==> config.mk <==
export PLATFORM = sky130hd
export DESIGN_NAME = int_decl_gen
export DESIGN_NICKNAME = d
export VERILOG_FILES = /design/src/rtl/int_decl_gen.sv
export SDC_FILE = /design/constraint.sdc
export NUM_CORES = 1
export LEC_CHECK = 0
export ABC_CLOCK_PERIOD_IN_PS = 2900
export BUFFER_PORTS_ARGS = -buffer_cell sky130_fd_sc_hd__clkbuf_2
export CORE_ASPECT_RATIO = 1.5
export CORE_MARGIN = 2
export CORE_UTILIZATION = 25
export DETAILED_ROUTE_END_ITERATION = 12
export GPL_TIMING_DRIVEN = 0
export PLACE_DENSITY = 0.51
export SLEW_MARGIN = 0
export SYNTH_ARGS = -nofsm -noshare
export SYNTH_HDL_FRONTEND = slang
export SYNTH_SLANG_ARGS = --single-unit
==> constraint.sdc <==
create_clock -name clk -period 2.9 [get_ports clk]
set_clock_uncertainty 0.15 [all_clocks]
set_input_delay 0.29 -clock clk [delete_from_list [all_inputs] [get_ports clk]]
set_output_delay 0.29 -clock clk [all_outputs]
set_load 0.01 [all_outputs]
==> src/rtl/int_decl_gen.sv <==
// int_decl_gen
// ------------
// Emits a C-style integer declaration as a byte stream:
//    "int" ' ' id0 { ',' ' ' idk } ';'
// The identifier bytes come from an upstream valid/ready source. They are
// validated one at a time before they are emitted.
// A declaration is aborted (err pulse, back to IDLE) in three cases:
//   - a byte is illegal at its position,
//   - an identifier reaches a 32nd byte,
//   - an identifier is exactly "int".
//
// Ports
//   clk          rising-edge clock
//   reset        synchronous active-high reset
//   start        begin a declaration (honoured in IDLE only)
//   num_ids[2:0] identifier count, sampled at start (0 counts as 1)
//   id_char[7:0] upstream identifier byte
//   id_valid     id_char is valid
//   id_last      id_char is the last byte of the current identifier
//   id_ready     upstream byte is consumed on this edge when id_valid is high
//   out_char     registered output byte
//   out_valid    registered output valid
//   out_ready    downstream accepts out_char
//   busy         state is not IDLE
//   done         ';' is being accepted downstream this cycle
//   err          the current upstream byte aborts the declaration
//   dbg_state_o  current FSM state (debug visibility)
//
// Handshake: a byte moves on a rising edge where valid && ready are both
// high. The source keeps data stable while valid is high and ready is low.
// out_valid never drops without a transfer, except on abort or reset.
// id_ready does not depend on id_valid.

module int_decl_gen (
   input  logic       clk,
   input  logic       reset,
   input  logic       start,
   input  logic [2:0] num_ids,
   input  logic [7:0] id_char,
   input  logic       id_valid,
   input  logic       id_last,
   output logic       id_ready,
   output logic [7:0] out_char,
   output logic       out_valid,
   input  logic       out_ready,
   output logic       busy,
   output logic       done,
   output logic       err,
   output logic [3:0] dbg_state_o
);

   typedef enum logic [3:0] {
      ST_IDLE   = 4'd0,
      ST_KW_I   = 4'd1,
      ST_KW_N   = 4'd2,
      ST_KW_T   = 4'd3,
      ST_SP     = 4'd4,
      ST_ID     = 4'd5,
      ST_COMMA  = 4'd6,
      ST_SEP_SP = 4'd7,
      ST_SEMI   = 4'd8
   } state_t;

   localparam logic [7:0] CH_I     = 8'h69;  // 'i'
   localparam logic [7:0] CH_N     = 8'h6e;  // 'n'
   localparam logic [7:0] CH_T     = 8'h74;  // 't'
   localparam logic [7:0] CH_SP    = 8'h20;  // ' '
   localparam logic [7:0] CH_COMMA = 8'h2c;  // ','
   localparam logic [7:0] CH_SEMI  = 8'h3b;  // ';'

   state_t     state_q, state_d;
   logic [7:0] out_char_q, out_char_d;
   logic       out_valid_q, out_valid_d;
   logic [2:0] rem_q, rem_d;   // identifiers still to come, including the current one
   logic [4:0] len_q, len_d;   // bytes already accepted in the current identifier
   logic       kw_q, kw_d;     // bytes so far are a prefix of "int"

   logic       free;
   logic       id_acc;
   logic       is_upper, is_lower, is_digit, is_us;
   logic       char_ok, too_long;
   logic [7:0] kw_char;
   logic       kw_prefix, kw_next, kw_hit;
   logic       id_bad;
   logic       semi_held;

   // The output register can take a new byte when it is empty or draining.
   assign free   = !out_valid_q || out_ready;
   assign id_acc = (state_q == ST_ID) && free && id_valid;

   // Identifier byte classification
   assign is_upper = (id_char >= 8'h41) && (id_char <= 8'h5a);
   assign is_lower = (id_char >= 8'h61) && (id_char <= 8'h7a);
   assign is_digit = (id_char >= 8'h30) && (id_char <= 8'h39);
   assign is_us    = (id_char == 8'h5f);
   assign char_ok  = is_upper || is_lower || is_us || ((len_q != 5'd0) && is_digit);
   // len_q == 31 means this byte would be the 32nd one.
   assign too_long = (len_q == 5'd31);

   always_comb begin
      kw_char = 8'h00;
      case (len_q)
         5'd0:    kw_char = CH_I;
         5'd1:    kw_char = CH_N;
         5'd2:    kw_char = CH_T;
         default: kw_char = 8'h00;
      endcase
   end

   // An empty identifier trivially matches the empty prefix of "int".
   assign kw_prefix = (len_q == 5'd0) || kw_q;
   assign kw_next   = kw_prefix && (len_q < 5'd3) && (id_char == kw_char);
   // The keyword match only counts when the identifier ends on its 3rd byte.
   assign kw_hit    = id_last && (len_q == 5'd2) && kw_next;
   assign id_bad    = !char_ok || too_long || kw_hit;

   // In SEMI the register holds either the final identifier byte or ';'.
   // An identifier byte can never be ';', so the byte value tells them apart.
   assign semi_held = out_valid_q && (out_char_q == CH_SEMI);

   // State register
   always_ff @(posedge clk) begin
      if (reset) begin
         state_q <= ST_IDLE;
      end else begin
         state_q <= state_d;
      end
   end

   // Next-state logic
   always_comb begin
      state_d = state_q;
      case (state_q)
         ST_IDLE:   if (start) state_d = ST_KW_I;
         ST_KW_I:   if (free)  state_d = ST_KW_N;
         ST_KW_N:   if (free)  state_d = ST_KW_T;
         ST_KW_T:   if (free)  state_d = ST_SP;
         ST_SP:     if (free)  state_d = ST_ID;
         ST_ID: begin
            if (id_acc) begin
               if (id_bad)                 state_d = ST_IDLE;
               else if (id_last)           state_d = (rem_q == 3'd1) ? ST_SEMI : ST_COMMA;
            end
         end
         ST_COMMA:  if (free)  state_d = ST_SEP_SP;
         ST_SEP_SP: if (free)  state_d = ST_ID;
         ST_SEMI:   if (semi_held && out_ready) state_d = ST_IDLE;
         default:   state_d = ST_IDLE;
      endcase
   end

   // Output / datapath logic
   always_comb begin
      out_char_d  = out_char_q;
      out_valid_d = out_valid_q;
      rem_d       = rem_q;
      len_d       = len_q;
      kw_d        = kw_q;
      // A free register with nothing new to load becomes empty.
      if (free) out_valid_d = 1'b0;
      case (state_q)
         ST_IDLE: begin
            if (start) begin
               rem_d = (num_ids == 3'd0) ? 3'd1 : num_ids;
               len_d = 5'd0;
               kw_d  = 1'b0;
            end
         end
         ST_KW_I:   if (free) begin out_char_d = CH_I;     out_valid_d = 1'b1; end
         ST_KW_N:   if (free) begin out_char_d = CH_N;     out_valid_d = 1'b1; end
         ST_KW_T:   if (free) begin out_char_d = CH_T;     out_valid_d = 1'b1; end
         ST_SP:     if (free) begin out_char_d = CH_SP;    out_valid_d = 1'b1; end
         ST_COMMA:  if (free) begin out_char_d = CH_COMMA; out_valid_d = 1'b1; end
         ST_SEP_SP: if (free) begin out_char_d = CH_SP;    out_valid_d = 1'b1; end
         ST_ID: begin
            if (id_acc) begin
               if (id_bad) begin
                  // The offending byte is dropped and the declaration abandoned.
                  out_valid_d = 1'b0;
                  rem_d       = 3'd0;
                  len_d       = 5'd0;
                  kw_d        = 1'b0;
               end else begin
                  out_char_d  = id_char;
                  out_valid_d = 1'b1;
                  if (id_last) begin
                     rem_d = rem_q - 3'd1;
                     len_d = 5'd0;
                     kw_d  = 1'b0;
                  end else begin
                     len_d = len_q + 5'd1;
                     kw_d  = kw_next;
                  end
               end
            end
         end
         ST_SEMI: begin
            if (free && !semi_held) begin
               out_char_d  = CH_SEMI;
               out_valid_d = 1'b1;
            end
         end
         default: ;
      endcase
   end

   // Datapath registers
   always_ff @(posedge clk) begin
      if (reset) begin
         out_char_q  <= 8'h00;
         out_valid_q <= 1'b0;
         rem_q       <= 3'd0;
         len_q       <= 5'd0;
         kw_q        <= 1'b0;
      end else begin
         out_char_q  <= out_char_d;
         out_valid_q <= out_valid_d;
         rem_q       <= rem_d;
         len_q       <= len_d;
         kw_q        <= kw_d;
      end
   end

   assign id_ready    = (state_q == ST_ID) && free;
   assign out_char    = out_char_q;
   assign out_valid   = out_valid_q;
   assign busy        = (state_q != ST_IDLE);
   assign done        = (state_q == ST_SEMI) && semi_held && out_ready;
   assign err         = id_acc && id_bad;
   assign dbg_state_o = state_q;

endmodule
==> results by group, run 1 <==
Status
  – Status: finished clean

Global route
  – Grt ovf: 0
  – Initial antenna violation count: 0
  – First-pass GRT wire length: 8680 um
  – Vias in the first global route: roughly 1700
  – Total GRT Usage: 14.3%
  – Largest net degree at the start of global routing: 14

Min path
  – HP Class: in2reg
  – Hold path start: id_valid
  – Hold Path Sink: out_valid
  – Hold depth: 3

Job
  – Max Cap Viol: 0

Die
  – Die W: between 70 and 80 um
  – Die area: 0.00765 mm^2
  – Initial core utilization: about 26%
  – Die Y: around 110 um
  – Core box area: around 0.0068 mm^2
  – IO Count: 34
  – Cell row count: 37

Critical path
  – Crit Path Class: reg2out
  – WP data arrival: around 2.2 ns
  – Reg2Reg Capture Point: dbg_state_o[1]
  – Startpoint Class: flop
  – R2r setup slk: 0.24 ns
  – Crit Reg-Reg Startpoint: len_q[0]
  – WP data required: between 2 and 2.5 ns
  – FF-to-FF path depth: 9
  – Setup crit end kind: output pin
  – Crit Path Max Fanout: 9

Synthesis
  – Synth Register Bits: 22
  – Ranking of synthesized cells by area: dfxtp_1 (25%), a21oi_1 (8.1%), nor2_1 (5.2%)
  – Post-synth EDFFs: 0
  – Mapped Cells: 229
  – FFs w/ async S/R, synth: 0%
  – Seq/Total Area, Yosys: between 20% and 30%
  – Post-synth top area share: 25.3%
  – Yosys warns: 0
  – Main synth FF type: dfxtp_1
  – Synth area leader: dfxtp_1
  – Netlist Area Pre-Place: 0.00174 mm^2
  – Syn nets: 253
  – Synthesized area per cell: 7.59 um^2
  – Cell variety after synth: 60

Cells and area
  – FF+latch area: between 400 and 500 um^2
  – Number of diodes: 0
  – Nets: just under 300
  – Area grow syn2layout: 20.9%
  – Design area: between 0.002 and 0.0025 mm^2
  – Commonest cells after routing, fill and taps aside: clkbuf_2 (32), a21oi_1 (28), nor2_1 (24)
  – Most frequent standard cell in the layout excluding fill and tap cells: clkbuf_2
  – Multi-input gate area: 0.00122 mm^2
  – Post-route insts no fill: 342
  – Share of post-route cells with drive strength above 1: 22.7%
  – Fill cells: 731

STA
  – Worst-Margin Slew: between 0.6 and 0.7 ns
  – Rel. slew slack: between 50% and 60%
  – Unrepaired setup endpoints after global routing: no
  – Max-slew violation count: 0
  – Min Tclk post-route: roughly 2.7 ns
  – Peak Freq: 0.374 GHz
  – Post-route clock period utilization: between 90 and 100%
  – Endpoints failing setup: 0
  – Fin worst setup slack: 0.225 ns
  – Final hold vios: 0

Clocking
  – Sink Count: 22
  – Clk Latency, worst-skew pair: between 0.2 and 0.3 ns
  – TritonCTS Buffers: 3
  – Root Driver: clkbuf_8
  – CTS Hold Bufs: 0
  – Clock transition at path regs: approximately 0.1 ns
  – CTS tree: built
  – Clock Path Buffers: 2
  – Max H-tree Level: 1

Route
  – Routed via count: about 1800
  – ANT nets after route: 0
  – Drt via density: roughly 5.4
  – Starting DRT DRC Count: between 150 and 200
  – DRT Wirelength: 5420 um
  – Detailed-route wire length per cell: roughly 16 um
  – First-pass iteration count of the detailed router: 4
  – Drt drc: 0

Placement
  – Dpl cells: about 340
  – Port Buffers: 32
  – Worst slack, placed: -0.186 ns
  – DP Area: 0.00200 mm^2
  – RePlAce Congestion: between 0.9 and 1
  – DP HPWL: ~4200 um

Pwr
  – Pleak: 0.799 nW
  – Maximum VDD drop: between 0.00015 and 0.0002 V
  – PD cells: 685 mW/mm^2
## how the worst max path moves through the flow
stage,from,slack [ns],depth (start not counted),to
floorplan,len_q[0],0.48,9,dbg_state_o[1]
global route,len_q[0],0.04,8,err
CTS,len_q[1],0.005,9,err
global placement,len_q[0],-0.14,9,dbg_state_o[1]
finish,len_q[0],0.22,8,err
detailed placement,len_q[0],-0.19,9,dbg_state_o[1]
## cell usage after synthesis, types with 2 or more instances
library cell  instances
a21oi_1              28
nor2_1               24
dfxtp_1              22
nand2_1              20
clkbuf_1             11
inv_1                10
o21ai_0              10
nor4_1                8
ha_1                  7
nand2b_1              7
a211oi_2              5
a31oi_1               5
nand3_1               4
nand3b_1              4
nor3_1                4
mux2i_1               3
nor2b_1               3
xnor2_1               3
a22oi_1               2
a2bb2oi_1             2
buf_1                 2
buf_2                 2
nand4_1               2
nor3b_1               2
nor4bb_1              2
o211ai_1              2
o21a_1                2
## per-layer routing
layer	routed length [um]	global-route usage [%]
met1	2210	16.7
met2	2920	25.8
met3	169	1.80
met4	113	5.53
met5	0	0
## critical path, stage by stage (launching register included)
cell and delay, ns:
dfxtp_2 0.40, inv_1 0.08, ha_2 0.25, xnor2_1 0.16, nand4_1 0.21, a2111oi_4 0.41, nand2_1 0.10, a21oi_1 0.18
clkbuf_2 0.16
## state kept, by name, indices dropped and copies added, names as in the netlist
signal       count
dbg_state_o      4
out_char         8
out_valid        1
len_q            5
rem_q            3
kw_q             1
## logic make-up after synthesis
family,count (synthesis),share of synthesized area [%]
compound gates,75,31.0
xor+xnor,3,1.51
fa+ha+maj,7,5.04
buf+inv,26,6.19
flops,22,25.3
mux,3,1.73
simple gates,93,29.2
## power by group
| group | total [mW] | internal (mW) | switching [mW] |
|---|---|---|---|
| registers | 0.422 | 0.371 | 0.0506 |
| logic | 0.711 | 0.301 | 0.410 |
| clock network | 0.309 | 0.185 | 0.124 |
## metrics by stage
| step | setup TNS [ns] | hold slack (ns) | power (mW) | util [%] |
|---|---|---|---|---|
| 6_report | 0 | 0.170 | 1.44 | 30.9 |
| 5_1_grt | 0 | 0.161 | 1.54 | 30.9 |
| 4_1_cts | 0 | 0.165 | 1.45 | 30.9 |
| 3_5_place_dp | -0.186 | 0.290 | 1.13 | 29.3 |
| 3_3_place_gp | -0.141 | 0.287 | 1.13 | 29.3 |
| 2_1_floorplan | 0 | 0.277 | 0.933 | - |
## layout make-up
cell class	instances	share of cell area (%)
repair buffers	34	8.33
multi-input cells	181	58.0
plain buffers	13	2.80
clock buffers	3	1.96
flip-flops and latches	22	21.1
well taps	78	4.64
clock inverters	1	1.43
inverters	10	1.78
## timing repair
action	4_1_cts	5_1_grt
setup endpoints to repair	2	12
pin swaps	2	0
setup buffers	2	0
resized for setup	4	3
(Power assumes the default switching activity.)
==> inputs of run 2 (changes only) <==
--- a/config.mk
+++ b/config.mk
@@ -5,10 +5,9 @@
 export SDC_FILE = /design/constraint.sdc
 export NUM_CORES = 1
 export LEC_CHECK = 0
-export ABC_CLOCK_PERIOD_IN_PS = 2900
-export BUFFER_PORTS_ARGS = -buffer_cell sky130_fd_sc_hd__clkbuf_2
+export ABC_CLOCK_PERIOD_IN_PS = 2830
+export BUFFER_PORTS_ARGS = -buffer_cell sky130_fd_sc_hd__buf_4
 export CORE_ASPECT_RATIO = 1.5
-export CORE_MARGIN = 2
 export CORE_UTILIZATION = 25
 export DETAILED_ROUTE_END_ITERATION = 12
 export GPL_TIMING_DRIVEN = 0
==> constraint.sdc (replaced) <==
create_clock -name clk -period 2.83 [get_ports clk]
set_clock_uncertainty 0.15 [all_clocks]
set_input_delay 0.283 -clock clk [delete_from_list [all_inputs] [get_ports clk]]
set_output_delay 0.283 -clock clk [all_outputs]
set_load 0.01 [all_outputs]
==> results by group, run 2 (synthesized netlist as in run 1, its figures left out) <==
Die
  – Core box area: 0.00662 mm^2 (-2.7%)
  – Die area: 0.00730 mm^2 (-4.6%)
  – Die W: 70.1 um (-2.8%)
  – IO Count: 34 (unchanged)
  – Initial core utilization: 26.3% (+0.71 points)
  – Cell row count: 36 (-2.7%)
  – Die Y: 104 um (-1.9%)

Critical path
  – Crit Path Max Fanout: 9 (unchanged)
  – Startpoint Class: flop
  – Crit Path Class: reg2out
  – WP data required: 2.40 ns (-0.06 ns)
  – Crit path from: len_q[0]
  – Setup crit end kind: output pin
  – Crit Reg-Reg Startpoint: len_q[0]
  – WP data arrival: 2.26 ns (+0.02 ns)

Pwr
  – PD cells: 678 mW/mm^2 (-1.1%)
  – Maximum VDD drop: 0.000233 V (+21%)
  – Power, Total: 1.50 mW (+4.3%)
  – Pleak: 0.826 nW (+3.4%)

Cells and area
  – Area grow syn2layout: 27.6%
  – Final Util: 33.5% (+2.6 points)
  – Commonest cells after routing, fill and taps aside: buf_4 (34), a21oi_1 (27), nor2_1 (24)
  – Fill cells: 713 (-2.5%)
  – Max reg flops: 8 (unchanged)
  – Share of post-route cells with drive strength above 1: 23.5% (+0.76 points)
  – Multi-input gate area: 0.00125 mm^2 (+2.7%)
  – Most frequent standard cell in the layout excluding fill and tap cells: buf_4
  – Post-route insts no fill: 340 (-0.58%)
  – Number of diodes: 0 (unchanged)
  – FF+latch area: 448 um^2 (+1.1%)
  – Nets: 289 (unchanged)

Clocking
  – Clk Latency, worst-skew pair: 0.27 ns (about the same)
  – TritonCTS Buffers: 3 (unchanged)
  – Clock Path Buffers: 2 (unchanged)
  – CTS Hold Bufs: 0 (unchanged)
  – CTS tree: built
  – Sink Count: 22 (unchanged)
  – Root Driver: clkbuf_8
  – Clock transition at path regs: 0.09 ns (about the same)
  – Max H-tree Level: 1 (unchanged)

Route
  – Drt via density: 5.43 (+1.3%)
  – Starting DRT DRC Count: 191 (+10%)
  – First-pass iteration count of the detailed router: 4 (unchanged)
  – Detailed-route wire length per cell: 16.1 um (+1.7%)
  – Drt drc: 0 (unchanged)
  – DRT Wirelength: 5480 um (+1.1%)
  – Routed via count: 1845 (+0.71%)
  – ANT nets after route: 0 (unchanged)

STA
  – Final hold vios: 0 (unchanged)
  – Endpoints failing setup: 0 (unchanged)
  – Post-route clock period utilization: a little over nine tenths
  – Max-slew violation count: 0 (unchanged)
  – Peak Freq: between 0.3 and 0.4 GHz
  – Rel. slew slack: 58.9% (+2.3 points)
  – Min Tclk post-route: 2.69 ns
  – Worst-Margin Slew: 0.616 ns (-0.0289 ns)

Global route
  – Largest net degree at the start of global routing: 14 (unchanged)
  – Total GRT Usage: 15.2% (+0.88 points)
  – Initial antenna violation count: 0 (unchanged)
  – Vias in the first global route: 1767 (+3.6%)
  – Grt ovf: 0 (unchanged)
  – First-pass GRT wire length: 8870 um (+2.2%)

Placement
  – DP HPWL: 4230 um (+0.55%)
  – Port Buffers: 32 (unchanged)
  – RePlAce Congestion: 0.818 (-10%)
  – Dpl cells: 337 (-0.59%)

Job
  – Max Cap Viol: 0 (unchanged)

Min path
  – Hold path start: id_valid
  – HP Class: in2reg

Status
  – Status: finished clean
## run 2: cell type report
cell class                 instances  area share, %
inverter                          10           1.69
multi-input combinational        181           56.5
timing repair buffer              34           11.5
clock buffer                       3           1.86
buffer                            13           2.65
tap                               76           4.29
clock inverter                     1           1.35
sequential                        22           20.2
## run 2: through the flow
stage	setup TNS, ns	area [um^2]	setup WS [ns]	hold slack [ns]
floorplan	0	1740	0.409	0.273
global placement	-0.224	2070	-0.214	0.287
detailed placement	-0.222	2070	-0.202	0.302
finish	0	2220	0.136	0.137
global route	-0.00892	2220	-0.00892	0.173
CTS	0	2160	0.00843	0.133
## run 2: final timing paths
path / endpoint / cells past startpoint / slack, ns
setup reg to reg: dbg_state_o[1] / 9 / 0.19
hold / removal: out_valid / 3 / 0.14
setup / recovery: err / 8 / 0.14
hold reg to reg: kw_q / 2 / 0.31
## run 2: worst max-delay path, stage by stage (launching register included)
cell	delay [ns]
dfxtp_4	0.38
inv_1	0.13
ha_4	0.21
xnor2_1	0.13
nand4_1	0.21
a2111oi_4	0.48
nand2_1	0.12
a21oi_2	0.18
buf_4	0.14
## run 2: per-layer routing
metal  up-vias  track usage [%]  part of all wire, %
li1        920                -                    -
met2        41             28.5                   55
met3        11             2.03                  3.3
met1       873             17.1                   40
met5         -                0                    0
met4         0             5.43                  2.0
## run 2: where the power goes
part           internal (mW)  switching, mW  leakage [nW]  total, mW
Combinational          0.349          0.416         0.609      0.765
Clock                  0.189          0.117        0.0357      0.307
Sequential             0.379         0.0524         0.181      0.431
## run 2: timing repair
item                                    in CTS  in global routing
pin swaps                                    1                  3
gates resized for setup                      5                  9
buffers inserted                             0                  2
endpoints found under the setup margin       3                  9
==> inputs of run 3 (changes only) <==
--- a/config.mk
+++ b/config.mk
@@ -8,10 +8,10 @@
 export ABC_CLOCK_PERIOD_IN_PS = 2830
 export BUFFER_PORTS_ARGS = -buffer_cell sky130_fd_sc_hd__buf_4
 export CORE_ASPECT_RATIO = 1.5
-export CORE_UTILIZATION = 25
+export CORE_UTILIZATION = 42
 export DETAILED_ROUTE_END_ITERATION = 12
 export GPL_TIMING_DRIVEN = 0
-export PLACE_DENSITY = 0.51
+export PLACE_DENSITY = 0.72
 export SLEW_MARGIN = 0
 export SYNTH_ARGS = -nofsm -noshare
 export SYNTH_HDL_FRONTEND = slang
==> results by group, run 3 (synthesized netlist as in run 1, its figures left out) <==
Status
  – Status: finished clean

Route
  – First-pass iteration count of the detailed router: 5 (+1)
  – Starting DRT DRC Count: 46 (-76%)
  – ANT nets after route: 0 (unchanged)
  – Drt drc: 0 (unchanged)
  – Routed via count: 1841 (-0.22%)
  – DRT Wirelength: 4760 um (-13%)
  – Drt via density: 6.00 (+11%)
  – Detailed-route wire length per cell: 15.5 um (-3.7%)

Critical path
  – WP data required: 2.83 ns (+0.43 ns)
  – FF-to-FF path depth: 8 (-1)
  – WP data arrival: 2.68 ns (+0.42 ns)
  – Setup crit end kind: flop
  – Crit Path Class: reg2reg
  – Crit Path Max Fanout: 9 (unchanged)
  – Startpoint Class: flop

Clocking
  – Clk Latency, worst-skew pair: 0.27 ns (about the same)
  – TritonCTS Buffers: 3 (unchanged)
  – Sink Count: 22 (unchanged)
  – Max H-tree Level: 1 (unchanged)
  – Clock transition at path regs: 0.09 ns (about the same)
  – CTS tree: built
  – CTS Hold Bufs: 0 (unchanged)
  – Root Driver: clkbuf_8
  – Clock Path Buffers: 2 (unchanged)

Min path
  – Hold depth: 3 (unchanged)
  – HP Class: in2reg

Global route
  – Grt ovf: 0 (unchanged)
  – Global Route met2 Usage: 43.3% (+15 points)
  – Busiest grt layer: met2
  – First-pass GRT wire length: 7560 um (-15%)
  – Largest net degree at the start of global routing: 14 (unchanged)
  – Vias in the first global route: 1712 (-3.1%)
  – Initial antenna violation count: 0 (unchanged)
  – Met3 Use GR: 2.81% (+0.77 points)
  – Met1 usage: 24.7% (+7.6 points)
  – Total GRT Usage: 23.3% (+8.1 points)

Pwr
  – Pleak: 0.811 nW (-1.8%)
  – Power, Total: 1.50 mW (about the same)
  – PD cells: 703 mW/mm^2 (+3.8%)
  – Maximum VDD drop: 0.000573 V (+150%)

Cells and area
  – Share of post-route cells with drive strength above 1: 22.5% (-0.97 points)
  – Area grow syn2layout: 22.8%
  – Max reg flops: 8 (unchanged)
  – Fill cells: 412 (-42%)
  – Post-route insts no fill: 307 (-9.7%)
  – Most frequent standard cell in the layout excluding fill and tap cells: buf_4
  – Commonest cells after routing, fill and taps aside: buf_4 (32), a21oi_1 (28), nor2_1 (24)
  – Number of diodes: 0 (unchanged)
  – Nets: 287 (-0.69%)

Die
  – Initial core utilization: 43.9% (+18 points)
  – IO Count: 34 (unchanged)
  – Core box area: 0.00396 mm^2 (-40%)
  – Die Y: 80.8 um (-22%)
  – Die W: 54.5 um (-22%)
  – Cell row count: 28 (-22%)
  – Die area: 0.00441 mm^2 (-40%)

STA
  – Post-route clock period utilization: 94.6% (-0.57 points)
  – Peak Freq: 0.373 GHz (+0.60%)
  – Max-slew violation count: 0 (unchanged)
  – Unrepaired setup endpoints after global routing: no
  – Min Tclk post-route: 2.68 ns (-0.0161 ns)
  – Final hold vios: 0 (unchanged)
  – Rel. slew slack: 60.1% (+1.2 points)
  – Worst-Margin Slew: 0.598 ns (-0.0182 ns)
  – Endpoints failing setup: 0 (unchanged)

Job
  – Max Cap Viol: 0 (unchanged)

Placement
  – DP HPWL: 3690 um (-13%)
  – Port Buffers: 32 (unchanged)
  – Dpl cells: 306 (-9.2%)
  – RePlAce Congestion: 0.965 (+18%)
[run 3: worst max-delay path: stages, from the launching register on]
cell	delay, ns
dfxtp_2	0.40
inv_1	0.08
ha_2	0.25
o311a_1	0.34
a21oi_1	0.31
a2111oi_4	0.11
a211oi_4	0.40
a222oi_1	0.15
nor4_1	0.37
[run 3: worst paths after layout]
path	start	endpoint	slack (ns)
min	id_valid	out_valid	0.13
min reg2reg	kw_q	kw_q	0.30
max	len_q[0]	dbg_state_o[1]	0.15
max reg2reg	len_q[0]	dbg_state_o[1]	0.15
[run 3: stage by stage]
step	cell area, um^2	setup WS [ns]	utilization (%)	TNS, ns	hold WS, ns
after floorplan	1740	0.409	-	0	0.273
after global placement	2040	-0.148	51.4	-0.178	0.284
after detailed placement	2040	-0.119	51.4	-0.119	0.291
after CTS	2130	0.000360	53.7	0	0.137
after global routing	2140	0.0100	54.0	0	0.144
final	2140	0.152	54.0	0	0.135
[run 3: repair_timing]
item	4_1_cts	5_1_grt
pin swaps	1	1
endpoints found under the setup margin	3	3
resized for setup	5	4
gates cloned	0	0
setup buffers	0	0
[run 3: report_power, final]
part	leakage (nW)	internal (mW)	switching, mW
sequential	0.181	0.381	0.0520
combinational	0.595	0.349	0.410
clock	0.0357	0.189	0.121
[run 3: final cells by class]
cell class / instances / area [um^2] / area share (%)
multi-input cells: 181 / 1230 / 57.5
flip-flops and latches: 22 / 443 / 20.7
repair buffers: 32 / 240 / 11.2
plain buffers: 13 / 58.8 / 2.75
well taps: 45 / 56.3 / 2.64
clock buffers: 3 / 41.3 / 1.93
inverters: 10 / 37.5 / 1.76
clock inverters: 1 / 30.0 / 1.41
[run 3: routing by layer]
layer  wire (um)  part of all wire (%)
met3         144                   3.0
met5           0                     0
met2        2540                    53
met4         178                   3.7
met1        1900                    40
